--- config.mk ---
export PLATFORM = sky130hd
export DESIGN_NAME = code_entry_sequencer
export DESIGN_NICKNAME = d
export VERILOG_FILES = /design/src/rtl/code_entry_pkg.sv /design/src/rtl/entry_timeout_timer.sv /design/src/rtl/code_entry_sequencer.sv
export SDC_FILE = /design/constraint.sdc
export NUM_CORES = 1
export LEC_CHECK = 0
export ABC_AREA = 1
export BUFFER_PORTS_ARGS = -buffer_cell sky130_fd_sc_hd__buf_2
export CORE_MARGIN = 4
export CORE_UTILIZATION = 54
export CTS_CLUSTER_DIAMETER = 120
export DETAILED_ROUTE_END_ITERATION = 10
export GPL_ROUTABILITY_DRIVEN = 1
export PLACE_DENSITY = 0.88
export REMOVE_ABC_BUFFERS = 1
export SLEW_MARGIN = 40
export SYNTH_ARGS = -nofsm -noshare
export SYNTH_HDL_FRONTEND = slang
export SYNTH_SLANG_ARGS = --single-unit
--- constraint.sdc ---
create_clock -name clock -period 1.7 [get_ports clock]
set_input_delay 0.17 -clock clock [delete_from_list [all_inputs] [get_ports clock]]
set_output_delay 0.17 -clock clock [all_outputs]
set_load 0.02 [all_outputs]
--- src/rtl/code_entry_pkg.sv ---
// Shared constants, state encoding and width helper for the code entry sequencer.
package code_entry_pkg;

    localparam int unsigned DIGIT_W_DEF     = 4;
    localparam int unsigned TIMEOUT_CYC_DEF = 50_000_000;

    localparam logic [1:0] ST_IDLE    = 2'b00;
    localparam logic [1:0] ST_COLLECT = 2'b01;
    localparam logic [1:0] ST_PRESENT = 2'b10;

    function automatic int unsigned cnt_width(input int unsigned digits);
        return $clog2(digits + 1);
    endfunction

endpackage

--- src/rtl/entry_timeout_timer.sv ---
// Inactivity counter: flags expiry after TIMEOUT_CYC consecutive run cycles without a restart.
module entry_timeout_timer #(
    parameter int unsigned TIMEOUT_CYC = 16
) (
    input  logic clock,
    input  logic reset,
    input  logic run,
    input  logic restart,
    output logic expired
);

    localparam int unsigned TW = (TIMEOUT_CYC > 1) ? $clog2(TIMEOUT_CYC) : 1;

    logic [TW-1:0] r_cnt;

    assign expired = run && (r_cnt == TW'(TIMEOUT_CYC - 1));

    always_ff @(posedge clock or posedge reset) begin
        if (reset) begin
            r_cnt <= '0;
        end else if (restart || !run || expired) begin
            r_cnt <= '0;
        end else begin
            r_cnt <= r_cnt + 1'b1;
        end
    end

endmodule

--- src/rtl/code_entry_sequencer.sv ---
// Collects DIGITS switch digits into one code word with a one-cycle valid strobe.
// Optional inactivity timeout enabled by defining CODE_ENTRY_TIMEOUT_EN.
module code_entry_sequencer
    import code_entry_pkg::*;
#(
    parameter int unsigned DIGITS      = 4,
    parameter int unsigned DIGIT_W     = DIGIT_W_DEF,
    parameter int unsigned TIMEOUT_CYC = TIMEOUT_CYC_DEF
) (
    input  logic                          clock,
    input  logic                          reset,
    input  logic [DIGIT_W-1:0]            digit_in,
    input  logic                          enter_pulse,
    input  logic                          clear_pulse,
    output logic [DIGITS*DIGIT_W-1:0]     code_out,
    output logic                          code_valid,
    output logic [cnt_width(DIGITS)-1:0]  digit_count,
    output logic                          busy,
    output logic                          timeout_err
);

    localparam int unsigned BW = DIGITS * DIGIT_W;
    localparam int unsigned CW = cnt_width(DIGITS);

    if (DIGITS < 1 || DIGITS > 8 || TIMEOUT_CYC < 2) begin : g_param_check
        $error("code_entry_sequencer: DIGITS must be 1..8 and TIMEOUT_CYC >= 2");
    end

    logic [1:0]    r_state;
    logic [BW-1:0] r_buf;
    logic [CW-1:0] r_cnt;
    logic [BW-1:0] r_code;
    logic          r_valid;
    logic          r_busy;
    logic          r_tout;

    logic [1:0]    w_state_n;
    logic [BW-1:0] w_buf_n;
    logic [CW-1:0] w_cnt_n;
    logic [CW-1:0] w_cnt_inc;
    logic          w_load;
    logic          w_tout;
    logic          w_expired;
    logic          w_restart;

    assign w_cnt_inc = r_cnt + 1'b1;
    // Enter is accepted everywhere except when it collides with clear during COLLECT.
    assign w_restart = enter_pulse && !(r_state == ST_COLLECT && clear_pulse);

`ifdef CODE_ENTRY_TIMEOUT_EN
    entry_timeout_timer #(
        .TIMEOUT_CYC(TIMEOUT_CYC)
    ) u_timer (
        .clock   (clock),
        .reset   (reset),
        .run     (r_state == ST_COLLECT),
        .restart (w_restart),
        .expired (w_expired)
    );
`else
    assign w_expired = 1'b0;
`endif

    always_comb begin
        w_state_n = r_state;
        w_buf_n   = r_buf;
        w_cnt_n   = r_cnt;
        w_load    = 1'b0;
        w_tout    = 1'b0;
        case (r_state)
            ST_IDLE, ST_PRESENT: begin
                if (enter_pulse) begin
                    w_buf_n = BW'(digit_in);
                    w_cnt_n = CW'(1);
                    if (DIGITS == 1) begin
                        w_state_n = ST_PRESENT;
                        w_load    = 1'b1;
                    end else begin
                        w_state_n = ST_COLLECT;
                    end
                end else begin
                    w_cnt_n   = '0;
                    w_state_n = ST_IDLE;
                end
            end
            ST_COLLECT: begin
                if (clear_pulse) begin
                    w_buf_n   = '0;
                    w_cnt_n   = '0;
                    w_state_n = ST_IDLE;
                end else if (enter_pulse) begin
                    w_buf_n = (r_buf << DIGIT_W) | BW'(digit_in);
                    w_cnt_n = w_cnt_inc;
                    if (w_cnt_inc == CW'(DIGITS)) begin
                        w_state_n = ST_PRESENT;
                        w_load    = 1'b1;
                    end
                end else if (w_expired) begin
                    w_buf_n   = '0;
                    w_cnt_n   = '0;
                    w_tout    = 1'b1;
                    w_state_n = ST_IDLE;
                end
            end
            default: begin
                w_buf_n   = '0;
                w_cnt_n   = '0;
                w_state_n = ST_IDLE;
            end
        endcase
    end

    always_ff @(posedge clock or posedge reset) begin
        if (reset) begin
            r_state <= ST_IDLE;
            r_buf   <= '0;
            r_cnt   <= '0;
            r_code  <= '0;
            r_valid <= 1'b0;
            r_busy  <= 1'b0;
            r_tout  <= 1'b0;
        end else begin
            r_state <= w_state_n;
            r_buf   <= w_buf_n;
            r_cnt   <= w_cnt_n;
            r_valid <= (w_state_n == ST_PRESENT);
            r_busy  <= (w_state_n == ST_COLLECT);
            r_tout  <= w_tout;
            if (w_load) begin
                r_code <= w_buf_n;
            end
        end
    end

    assign code_out    = r_code;
    assign code_valid  = r_valid;
    assign digit_count = r_cnt;
    assign busy        = r_busy;
    assign timeout_err = r_tout;

endmodule

Word-level counts from Yosys, hierarchy flattened --
Index checks and enable logic that the tools add are counted. Widths: inputs -> output; s select.
Word-level totals: register bits 39, output and inout port bits 22, word-level logic and storage cells 33
Cells by class: add/subtract/negate cells 1, equality and inequality tests 6, mux-type cells 17, bitwise operators 1, reductions and logical operators 2
Operators with widths (number):
- $mux 16 | 3
- $pmux 16 s2 | 1
- $or 16x4->16 | 1
- $mux 1 | 6
- $mux 2 | 3
- $mux 3 | 2
- $pmux 3 s2 | 1
- $eq 2x1->1 const B | 2
- $eq 2x2->1 const B | 2
- $pmux 2 s2 | 1
- $add 3x1->3 const B | 1
- $eq 3x3->1 const B | 1
- $ne 3x3->1 const B | 1
- $logic_not 2->1 | 1
- $reduce_or 2->1 | 1

Longest topological paths before layout --
Gate-level depths: netlist (run 1).
depth after elaboration 7, mapped depth 9, depth with buffers taken out 8

Worst setup path before layout (run 1) --
No wires, ideal clock.
path kind reg2reg, start point register r_cnt[0], in the netlist digit_count[0], end point register r_code[4], in the netlist code_out[4], setup time 0.116 ns, arrival 1.412 ns, required time 1.584 ns, setup slack 0.171 ns, cell stages (with the launch flop) 9, buffers on the path 1, clock period less this slack 1.529 ns, cell sequence dfrtp_1 -> ha_1 -> nand2_1 -> nand2_1 -> nor2_1 -> nand2_2 -> buf_6 -> nand2_1 -> nand2_1
On the way: word-level cells in the longest chain between the ends 6
RTL lines:
- start, declared | line code_entry_sequencer.sv:31 | logic [CW-1:0] r_cnt;
- start signal, assigned | line code_entry_sequencer.sv:125 | r_cnt <= w_cnt_n;
- $add 3x1->3 | line code_entry_sequencer.sv:46 | assign w_cnt_inc = r_cnt + 1'b1;
- $eq 3x3->1 | line code_entry_sequencer.sv:94 | if (w_cnt_inc == CW'(DIGITS)) begin
- $mux 1 | line code_entry_sequencer.sv:94
- $mux 1 | line code_entry_sequencer.sv:91 | end else if (enter_pulse) begin
- $mux 1 | line code_entry_sequencer.sv:87 | if (clear_pulse) begin
- $mux 1 | line code_entry_sequencer.sv:70 | case (r_state)
- end signal, assigned | line code_entry_sequencer.sv:130 | r_code <= w_buf_n;
- end, declared | line code_entry_sequencer.sv:32 | logic [BW-1:0] r_code;
Every way passes these cells. A chain may end at the register's enable or synchronous reset.

Worst setup path in the final report (run 1) --
start point register r_state[0], end point register r_code[13], in the netlist code_out[13]
On the way: word-level cells in the longest chain between the ends 3, elaborated cells between the ends (all ways) 6, classes of those cells eq/ne: 2; mux: 2; reduce/logical: 2
RTL lines:
- start, declared | line code_entry_sequencer.sv:29 | logic [1:0] r_state;
- start signal, assigned | line code_entry_sequencer.sv:123 | r_state <= w_state_n;
- $eq 2x2->1 / $logic_not 2->1 (equally long branches) | line code_entry_sequencer.sv:70
- $reduce_or 2->1 | line code_entry_sequencer.sv:70
- $pmux 16 s2 (*) | line code_entry_sequencer.sv:70
- net w_buf_n[13] | line code_entry_sequencer.sv:38 | logic [BW-1:0] w_buf_n;
Mark *: on every way through the listed nets, which the timed path passes. The rest lies on a longest branch.

==> impl_results.md, run 1 <==
- Vias in the first global route: 1,406
- Critical path start-end classification: flip-flop to flip-flop
- Fin Setup TNS: 0 ns
- Placed cells: 287
- Floorplan row count: 20
- Remaining routing DRC violations: 0
- Final-report hold violation count: 0
- Post-synthesis average cell area: 8.25 um2
- Design area: 0.00206 mm2
- Antenna fix cells: 0
- Worst min-delay path category: input port to flip-flop
- Number of nets with antenna violations after detailed routing: 0
- Number of placed I/O pins: 30
- Overall overflow remaining after global route: 0
- Initial antenna violation count: 0
- Wire length reported by the detailed router: 3.52 mm
- Clk root buf: clkbuf_4
- Initial Util: 58.0%
- Routed wire per std cell: 11.9 um
- Number of H-tree levels: 2
- Cells after Synth: 220
- Clk_skew: 0.00867 ns
- Clock sinks: 39
- DIE HEIGHT: 66.0 um
- Worst supply voltage drop on vdd: 0.552 mV
- Leakage dissipation: 1.22 nW
- Final setup fails: 0
- Post-synth cell types: 21
- Die X: 66.0 um
- Synthesis-to-layout area growth: 13.4%
- Final max-slew violation count: 0
- Met1 track utilization from global routing: 22.9%
- Final critical path time including I/O delays and setup: 1.56 ns
- Detailed-routing iteration count for the pre-antenna-repair pass: 4
- Signal arrival time at the worst endpoint: 1.85 ns
- Wire length of the first global-routing pass: 6.13 mm
- Vias per Instance: 4.97
- Final net count: 261
- Routability congestion estimate from global placement: 0.779
- Count of max-cap constraint violations: 0
- Die Footprint: 0.00435 mm2
- Largest net degree at the start of global routing: 40
- Clock Tree Buf Depth: 2
- Final-layout worst hold slack: 0.136 ns
- Req. time, crit path: 1.99 ns
- All-layer global routing usage: 19.0%
- Input/output buffers: 28
- Element type at the critical path start: flip-flop
- Global routing usage on met3: 6.29%
- Total via count after detailed routing: 1,471
- Yosys warning count: 0
- Most crowded layer after global routing: met2
- Mapped cell area: 0.00182 mm2
- Worst-path clk slew: 0.11 ns
- Achievable clock frequency: 640 MHz
- Post-placement cell area: 0.00197 mm2
- Type of destination of the critical path: flip-flop
- Clock tree from TritonCTS: done
- Routing usage on met2: 30.8%
- Number of DRC violations after detailed-routing iteration 0: 84
- Part of the cycle the worst path needs: 92.0%
- Post-DP HPWL: 2.46 mm
- Largest driver fanout on the critical path: 11
- Power per standard cell area: 820 mW/mm2
- Final std cells w/o fill: 296
- Setup repair after global routing missed its margin: false
- Clock insertion delay at the later pin of the skew report: 0.35 ns
- Clock buffer count from CTS: 5
- Run status: finished clean
- Sequential share of the synthesized area: 53.8%
- Area of the core: 0.00313 mm2
- Share of cells above drive strength 1: 19.4%
- Total of flip-flops plus latches after synthesis: 39
==> power by group <==
part	switching, mW	internal [mW]
clock	0.292	0.243
sequential	0.0266	0.953
combinational	0.120	0.0537
total	0.439	1.25
==> timing repair <==
item / in CTS / in global routing
hold buffers: 1 / 0
setup endpoints to repair: 0 / 16
endpoints found under the hold margin: 39 / 0
setup buffers: 0 / 0
gates resized for setup: 0 / 2
==> stage by stage <==
step                      utilization [%]  power [mW]  worst slack [ns]
after CTS                            65.6        1.71            0.0553
after global routing                 65.8        1.78            0.0355
after floorplan                         -        1.10             0.159
after detailed placement             63.1        1.17            0.0844
final                                65.8        1.69             0.137
after global placement               63.1        1.16             0.184
==> worst paths after layout <==
check | end | slack, ns | depth (start not counted) | start
worst max-delay path | code_out[13] | 0.14 | 7 | r_state[0]
worst min-delay path | r_buf[3] | 0.14 | 5 | digit_in[3]
worst max register to register | code_out[13] | 0.14 | 7 | r_state[0]
worst min register to register | code_out[5] | 0.48 | 2 | code_out[5]
max in group asynchronous | r_buf[15] | 0.88 | 4 | reset
min in group asynchronous | code_valid | 0.47 | 4 | reset
==> kinds of logic after synthesis <==
family                   share of synthesized area (%)
AO/OA/AOI/OAI                                     6.89
adder cells (fa/ha/maj)                           1.38
buffers and inverters                             6.82
flip-flops                                        53.8
other                                            0.207
AND/OR/NAND/NOR                                   30.9
==> registers in the layout (all words and copies together) (netlist names) <==
name         flops
busy             1
code_out        16
code_valid       1
digit_count      3
r_buf           16
r_state          2
==> critical path, stage by stage (launching register included) <==
cell and delay, ns:
dfrtp_1 0.60, inv_2 0.14, nor3_2 0.30, buf_4 0.22, nand2_1 0.05, nand2_1 0.08, nand2_1 0.06, nand2_1 0.06
==> Yosys cell counts <==
cell      number  area share (%)
clkinv_1       1            0.21
nor2_8         1             1.1
buf_6          2             1.2
buf_4          4             1.7
inv_2          2            0.41
nand2_1      105              22
conb_1         1            0.21
o21ai_1        1            0.28
a21oi_1        9             2.5
nor2_1        14             2.9
o21ai_0        3            0.83
nor2_4         1            0.62
ha_1           2             1.4
inv_1         12             2.5
nand2_2        3             1.0
dfrtp_1       39              54
nand3_1        7             1.9
nor3_2         1            0.55
nand3b_4       1             1.1
buf_2          3            0.83
o21a_1         8             3.3
==> area by class of cell <==
type / count / area [um2]
Multi-Input combinational cell: 157 / 723
Sequential cell: 39 / 976
Tap cell: 44 / 55.1
Clock buffer: 8 / 68.8
Timing Repair Buffer: 33 / 180
Fill cell: 266 / 1070
Inverter: 15 / 56.3
==> cell usage in the layout (no fill, tap or decap), types with 2 or more instances in the layout <==
cell type	synthesis	final
buf_2	3	28
dfrtp_1	39	39
buf_4	4	4
nand2_1	105	105
clkbuf_8	0	2
ha_1	2	2
inv_1	12	12
nor2_1	14	13
nand3_1	7	7
nand2_2	3	2
inv_2	2	2
clkbuf_4	0	5
o21ai_0	3	3
o21a_1	8	8
a21oi_1	9	9
==> layer usage <==
metal / vias to the layer above / wire length, um
li1: 732 / -
met1: 681 / 1540
met2: 52 / 1680
met4: 0 / 54
met3: 6 / 243
met5: - / 0
Note: power is estimated with default switching activity, not from simulation.
==> run 2, diff against run 1 <==
CORE_MARGIN = 2   (was 4)
SLEW_MARGIN = 5   (was 40)
==> impl_results.md, run 2 (synthesized netlist as in run 1, its figures left out) <==
- Run status: finished clean
- Leakage dissipation: 1.23 nW (+1.1%)
- Area of the core: 0.00328 mm2 (+5.0%)
- Initial Util: 55.3% (-2.8 points)
- Clock sinks: 39 (unchanged)
- Hold Path Cell Cnt: 5 (unchanged)
- Vias per Instance: 4.71 (-5.1%)
- Clock insertion delay at the later pin of the skew report: 0.36 ns (about the same)
- Hold worst-path end: r_buf[1]
- Setup repair after global routing missed its margin: false
- Slew at the pin closest to its max-slew limit: 0.516 ns
- Tot Pwr: 1.93 mW (+14%)
- Achievable clock frequency: 644 MHz (+0.69%)
- Register-to-Register Setup Slack: 0.15 ns (about the same)
- Final-report hold violation count: 0 (unchanged)
- Final std cells w/o fill: 298 (+0.68%)
- Largest net degree at the start of global routing: 40 (unchanged)
- Remaining routing DRC violations: 0 (unchanged)
- Type of destination of the critical path: flip-flop
- Detailed-routing iteration count for the pre-antenna-repair pass: 4 (unchanged)
- Number of placed I/O pins: 30 (unchanged)
- Detailed route wirelength on metal3: 145 um (-40%)
- Slowest library cell on the worst path: dfrtp_1
- Endpoint of the lowest-slack register-to-register path: code_out[13]
- Signal arrival time at the worst endpoint: 1.86 ns (about the same)
- Number of filler cells placed in the layout: 270 (+1.5%)
- Clk_skew: 0.0112 ns (+0.00252 ns)
- Clk root buf: clkbuf_4
- Clock Tree Buf Depth: 2 (unchanged)
- Worst min-delay path category: input port to flip-flop
- Net switching power of the design: 0.464 mW (+5.7%)
- Highest metal layer with signal wires: met4
- Placed cells: 289 (+0.70%)
- Largest driver fanout on the critical path: 11 (unchanged)
- Worst slew margin: 65.3%
- Final max-slew violation count: 0 (unchanged)
- Register share of total power: 50.8% (-7.2 points)
- Fraction of power spent switching nets: 24.0% (-1.9 points)
- Req. time, crit path: 2.01 ns (+0.02 ns)
- Share of the core filled with cells: 63.9% (-2.0 points)
- Worst supply voltage drop on vdd: 0.551 mV (-0.20%)
- Final critical path time including I/O delays and setup: 1.55 ns (-0.0106 ns)
- Die X: 62.0 um (-6.1%)
- Initial antenna violation count: 0 (unchanged)
- All-layer global routing usage: 20.7% (+1.7 points)
- Part of the power in the clock network: 40.2% (+8.5 points)
- Part of the cycle the worst path needs: 91.3% (-0.63 points)
- Die Footprint: 0.00384 mm2 (-12%)
- RR Startpoint: r_state[0]
- Number of H-tree levels: 2 (unchanged)
- Count of max-cap constraint violations: 0 (unchanged)
- Clock tree from TritonCTS: done
- Register-to-Register Path Depth: 7 (unchanged)
- Input/output buffers: 28 (unchanged)
- Final net count: 261 (unchanged)
- Wire length reported by the detailed router: 3.33 mm (-5.5%)
- Total via count after detailed routing: 1,405 (-4.5%)
- Number of nets with antenna violations after detailed routing: 0 (unchanged)
- Post-DP HPWL: 2.22 mm (-9.8%)
- Fin Setup TNS: 0 ns (unchanged)
- Routed wire per std cell: 11.2 um (-6.2%)
- Critical path, cell by cell: inv_2, nor3_2, buf_4, nand2_1, nand2_1, nand2_1, nand2_1
- Element type at the critical path start: flip-flop
- Wire length the detailed router placed on met1: 1.56 mm (+0.97%)
- Number of DRC violations after detailed-routing iteration 0: 55 (-35%)
- Dominant delay contributor by cell family on the critical path: flip-flops
- DIE HEIGHT: 62.0 um (-6.1%)
- Clock buffer count from CTS: 5 (unchanged)
- Highest-count cells in the layout ignoring fill and taps: nand2_1, dfrtp_1, buf_2
- Overall overflow remaining after global route: 0 (unchanged)
- Post-CTS setup-driven buffer insertion count: 0 (unchanged)
- Crit path top cell by count: nand2_1
- Comb pwr share: 9.0% (-1.3 points)
- Biggest cell delay along the critical path: 0.59 ns (about the same)
- Min-Delay Startpoint: digit_in[1]
- Vias in the first global route: 1,291 (-8.2%)
- Power per standard cell area: 919 mW/mm2 (+12%)
- Worst-path clk slew: 0.12 ns (about the same)
- Met2 wirelength from detailed routing: 1.58 mm (-5.8%)
- Antenna fix cells: 0 (unchanged)
- Most common cell after layout, fill and taps aside: nand2_1
- Synthesis-to-layout area growth: 15.6%
- Share of cells above drive strength 1: 19.8% (+0.40 points)
- Wire length of the first global-routing pass: 5.69 mm (-7.2%)
- Number of buffer and inverter instances along the worst setup path: 2 (unchanged)
- Critical path start-end classification: flip-flop to flip-flop
- Cell Int Power: 1.46 mW (+17%)
- Final setup fails: 0 (unchanged)
- Routability congestion estimate from global placement: 0.816 (+4.7%)
- Floorplan row count: 21 (+5.0%)
## run 2: cell count changes in the layout (fill, tap and decap cells not counted), sizes merged
cell / before / now
bufinv: 0 / 2
clkinvlp: 0 / 1
clkbuf: 8 / 5
## run 2: cell type report
| class | instances | area, um2 | share of cell area (%) |
|---|---|---|---|
| timing repair buffer | 33 | 180 | 8.59 |
| inverter | 15 | 56.3 | 2.68 |
| multi-input combinational | 157 | 723 | 34.5 |
| tap | 46 | 57.6 | 2.74 |
| clock inverter | 3 | 67.6 | 3.22 |
| sequential | 39 | 976 | 46.5 |
| clock buffer | 5 | 37.5 | 1.79 |
## run 2: worst reg2reg max path, stage by stage (launching register included)
cell,delay (ns)
dfrtp_1,0.59
inv_2,0.15
nor3_2,0.30
buf_4,0.22
nand2_1,0.06
nand2_1,0.08
nand2_1,0.06
nand2_1,0.06
## run 2: worst max-delay path by stage
stage / startpoint / slack (ns) / end / cells past startpoint
after global routing: r_state[0] / 0.02 / code_out[13] / 7
after CTS: digit_count[0] / 0.02 / code_out[11] / 7
after floorplan: r_state[0] / 0.16 / code_out[0] / 5
after global placement: digit_count[0] / 0.19 / code_out[4] / 7
final: r_state[0] / 0.15 / code_out[13] / 7
after detailed placement: digit_count[0] / 0.1 / code_out[11] / 7
## run 2: per-layer routing
| metal | track usage [%] | up-vias |
|---|---|---|
| met5 | 0 | - |
| met4 | 6.99 | 0 |
| met3 | 6.83 | 5 |
| met2 | 33.6 | 33 |
| met1 | 26.0 | 635 |
| li1 | - | 732 |
## run 2: power by group through the flow
stage | registers [mW] | logic [mW] | clock network, mW
3_5_place_dp | 0.997 | 0.172 | 0
2_1_floorplan | 1.00 | 0.0992 | 0
5_1_grt | 0.985 | 0.196 | 0.836
3_3_place_gp | 0.996 | 0.169 | 0
6_report | 0.979 | 0.173 | 0.775
4_1_cts | 0.979 | 0.174 | 0.792
## run 2: what timing repair did
item / 4_1_cts / 5_1_grt
endpoints found under the hold margin: 39 / 0
gates resized for setup: 0 / 2
hold buffers: 1 / 0
setup endpoints to repair: 0 / 16
## run 2: through the flow
step / setup slack, ns / hold WS, ns / cell area, um2
2_1_floorplan: 0.159 / 0.301 / 1750
3_3_place_gp: 0.189 / 0.306 / 1980
3_5_place_dp: 0.0961 / 0.313 / 1980
4_1_cts: 0.0244 / 0.0880 / 2090
5_1_grt: 0.0197 / 0.118 / 2100
6_report: 0.147 / 0.111 / 2100
==> run 3, diff against run 2 <==
PLACE_DENSITY = 0.86   (was 0.88)
clock period = 1.55 ns   (was 1.7 ns; I/O delays follow)
==> impl_results.md, run 3 (synthesized netlist as in run 1, its figures left out) <==
- Final std cells w/o fill: 302 (+1.3%)
- Power per standard cell area: 866 mW/mm2 (-5.7%)
- Part of the cycle the worst path needs: 92.6% (+1.2 points)
- Remaining routing DRC violations: 0 (unchanged)
- Total via count after detailed routing: 1,467 (+4.4%)
- Number of nets with antenna violations after detailed routing: 0 (unchanged)
- Antenna fix cells: 0 (unchanged)
- Initial antenna violation count: 0 (unchanged)
- Worst supply voltage drop on vdd: 0.535 mV (-2.8%)
- Largest driver fanout on the critical path: 8 (-3)
- Leakage dissipation: 1.25 nW (+1.3%)
- Floorplan row count: 21 (unchanged)
- Req. time, crit path: 1.80 ns (-0.21 ns)
- Largest net degree at the start of global routing: 40 (unchanged)
- Clock tree from TritonCTS: done
- Post-DP HPWL: 2.31 mm (+4.2%)
- Design area: 0.00210 mm2 (+0.30%)
- Achievable clock frequency: 697 MHz (+8.2%)
- Clock buffer count from CTS: 5 (unchanged)
- Clk_skew: 0.00668 ns (-0.00451 ns)
- Final net count: 266 (+1.9%)
- Wire length reported by the detailed router: 3.63 mm (+9.0%)
- Number of filler cells placed in the layout: 296 (+9.6%)
- Share of cells above drive strength 1: 21.5% (+1.6 points)
- Initial Util: 55.3% (unchanged)
- Die Footprint: 0.00384 mm2 (unchanged)
- Vias in the first global route: 1,349 (+4.5%)
- Detailed-routing iteration count for the pre-antenna-repair pass: 4 (unchanged)
- Worst min-delay path category: input port to flip-flop
- Count of max-cap constraint violations: 0 (unchanged)
- Signal arrival time at the worst endpoint: 1.68 ns (-0.18 ns)
- Input/output buffers: 28 (unchanged)
- Final critical path time including I/O delays and setup: 1.44 ns (-0.118 ns)
- DIE HEIGHT: 62.0 um (unchanged)
- Element type at the critical path start: flip-flop
- Final-report hold violation count: 0 (unchanged)
- Number of DRC violations after detailed-routing iteration 0: 64 (+16%)
- Synthesis-to-layout area growth: 15.9%
- Post-placement cell area: 0.00201 mm2 (+1.5%)
- Clock insertion delay at the later pin of the skew report: 0.35 ns (about the same)
- Vias per Instance: 4.86 (+3.0%)
- All-layer global routing usage: 21.4% (+0.74 points)
- Post-CTS setup-driven buffer insertion count: 0 (unchanged)
- Overall overflow remaining after global route: 0 (unchanged)
- Area of the core: 0.00328 mm2 (unchanged)
- Clk root buf: clkbuf_4
- Run status: finished clean
- Clock Tree Buf Depth: 2 (unchanged)
- Placed cells: 293 (+1.4%)
- Highest-count cells in the layout ignoring fill and taps: nand2_1, dfrtp_1, buf_2
- Number of H-tree levels: 2 (unchanged)
- Die X: 62.0 um (unchanged)
- Wire length of the first global-routing pass: 5.87 mm (+3.1%)
- Number of placed I/O pins: 30 (unchanged)
- Critical path start-end classification: flip-flop to flip-flop
- Final setup fails: 0 (unchanged)
- Routability congestion estimate from global placement: 0.814 (-0.17%)
- Setup repair after global routing missed its margin: true
- Routed wire per std cell: 12.0 um (+7.5%)
- Worst-path clk slew: 0.11 ns (about the same)
- Final max-slew violation count: 0 (unchanged)
- Most common cell after layout, fill and taps aside: nand2_1
- Type of destination of the critical path: flip-flop
- Clock sinks: 39 (unchanged)
[run 3: through the flow]
step	setup TNS (ns)	hold WS, ns	power, mW	utilization [%]	worst slack (ns)
global placement	0	0.290	1.30	61.1	0.0620
finish	0	0.110	1.82	64.1	0.115
CTS	0	0.0926	1.83	63.2	0.0128
detailed placement	-0.0818	0.289	1.30	61.1	-0.0145
floorplan	0	0.286	1.21	-	0.00889
global route	-0.0433	0.113	1.91	64.1	-0.0320
[run 3: per-layer routing]
layer | track usage, % | wire [um] | vias up
li1 | - | - | 742
met1 | 26.8 | 1690 | 683
met2 | 34.8 | 1700 | 35
met3 | 6.21 | 179 | 7
met4 | 8.81 | 57 | 0
met5 | 0 | 0 | -
[run 3: final timing paths]
check	end	from	cells past startpoint	slack, ns
max	code_out[3]	digit_count[1]	7	0.11
min	code_out[1]	digit_in[1]	5	0.11
max reg2reg	code_out[3]	digit_count[1]	7	0.11
min reg2reg	code_out[13]	code_out[13]	2	0.49
max in group asynchronous	code_out[10]	reset	4	0.76
min in group asynchronous	code_out[11]	reset	4	0.45
[run 3: final cells by class]
type,instances,area [um2],share of cell area (%)
Clock buffer,6,51.3,2.44
Timing Repair Buffer,37,210,9.99
Inverter,15,56.3,2.68
Tap cell,46,57.6,2.73
Multi-Input combinational cell,158,748,35.6
Clock inverter,1,5.00,0.238
Sequential cell,39,976,46.4
[run 3: worst max-delay path, cell delays in order (launching register included)]
cell,delay [ns]
dfrtp_1,0.43
ha_1,0.22
nand2_2,0.11
nand2_1,0.10
nor2_4,0.21
nand2_4,0.13
nand2_1,0.08
nand2_1,0.05
[run 3: timing repair]
item | in CTS | in global routing
cloned | 0 | 1
pin swaps | 0 | 1
hold buffers | 1 | 0
gates resized for setup | 1 | 5
endpoints found under the hold margin | 39 | 0
setup endpoints to repair | 16 | 16
[run 3: report_power, final]
part,internal (mW),switching [mW]
Clock,0.210,0.321
Combinational,0.0774,0.148
Sequential,1.05,0.0207
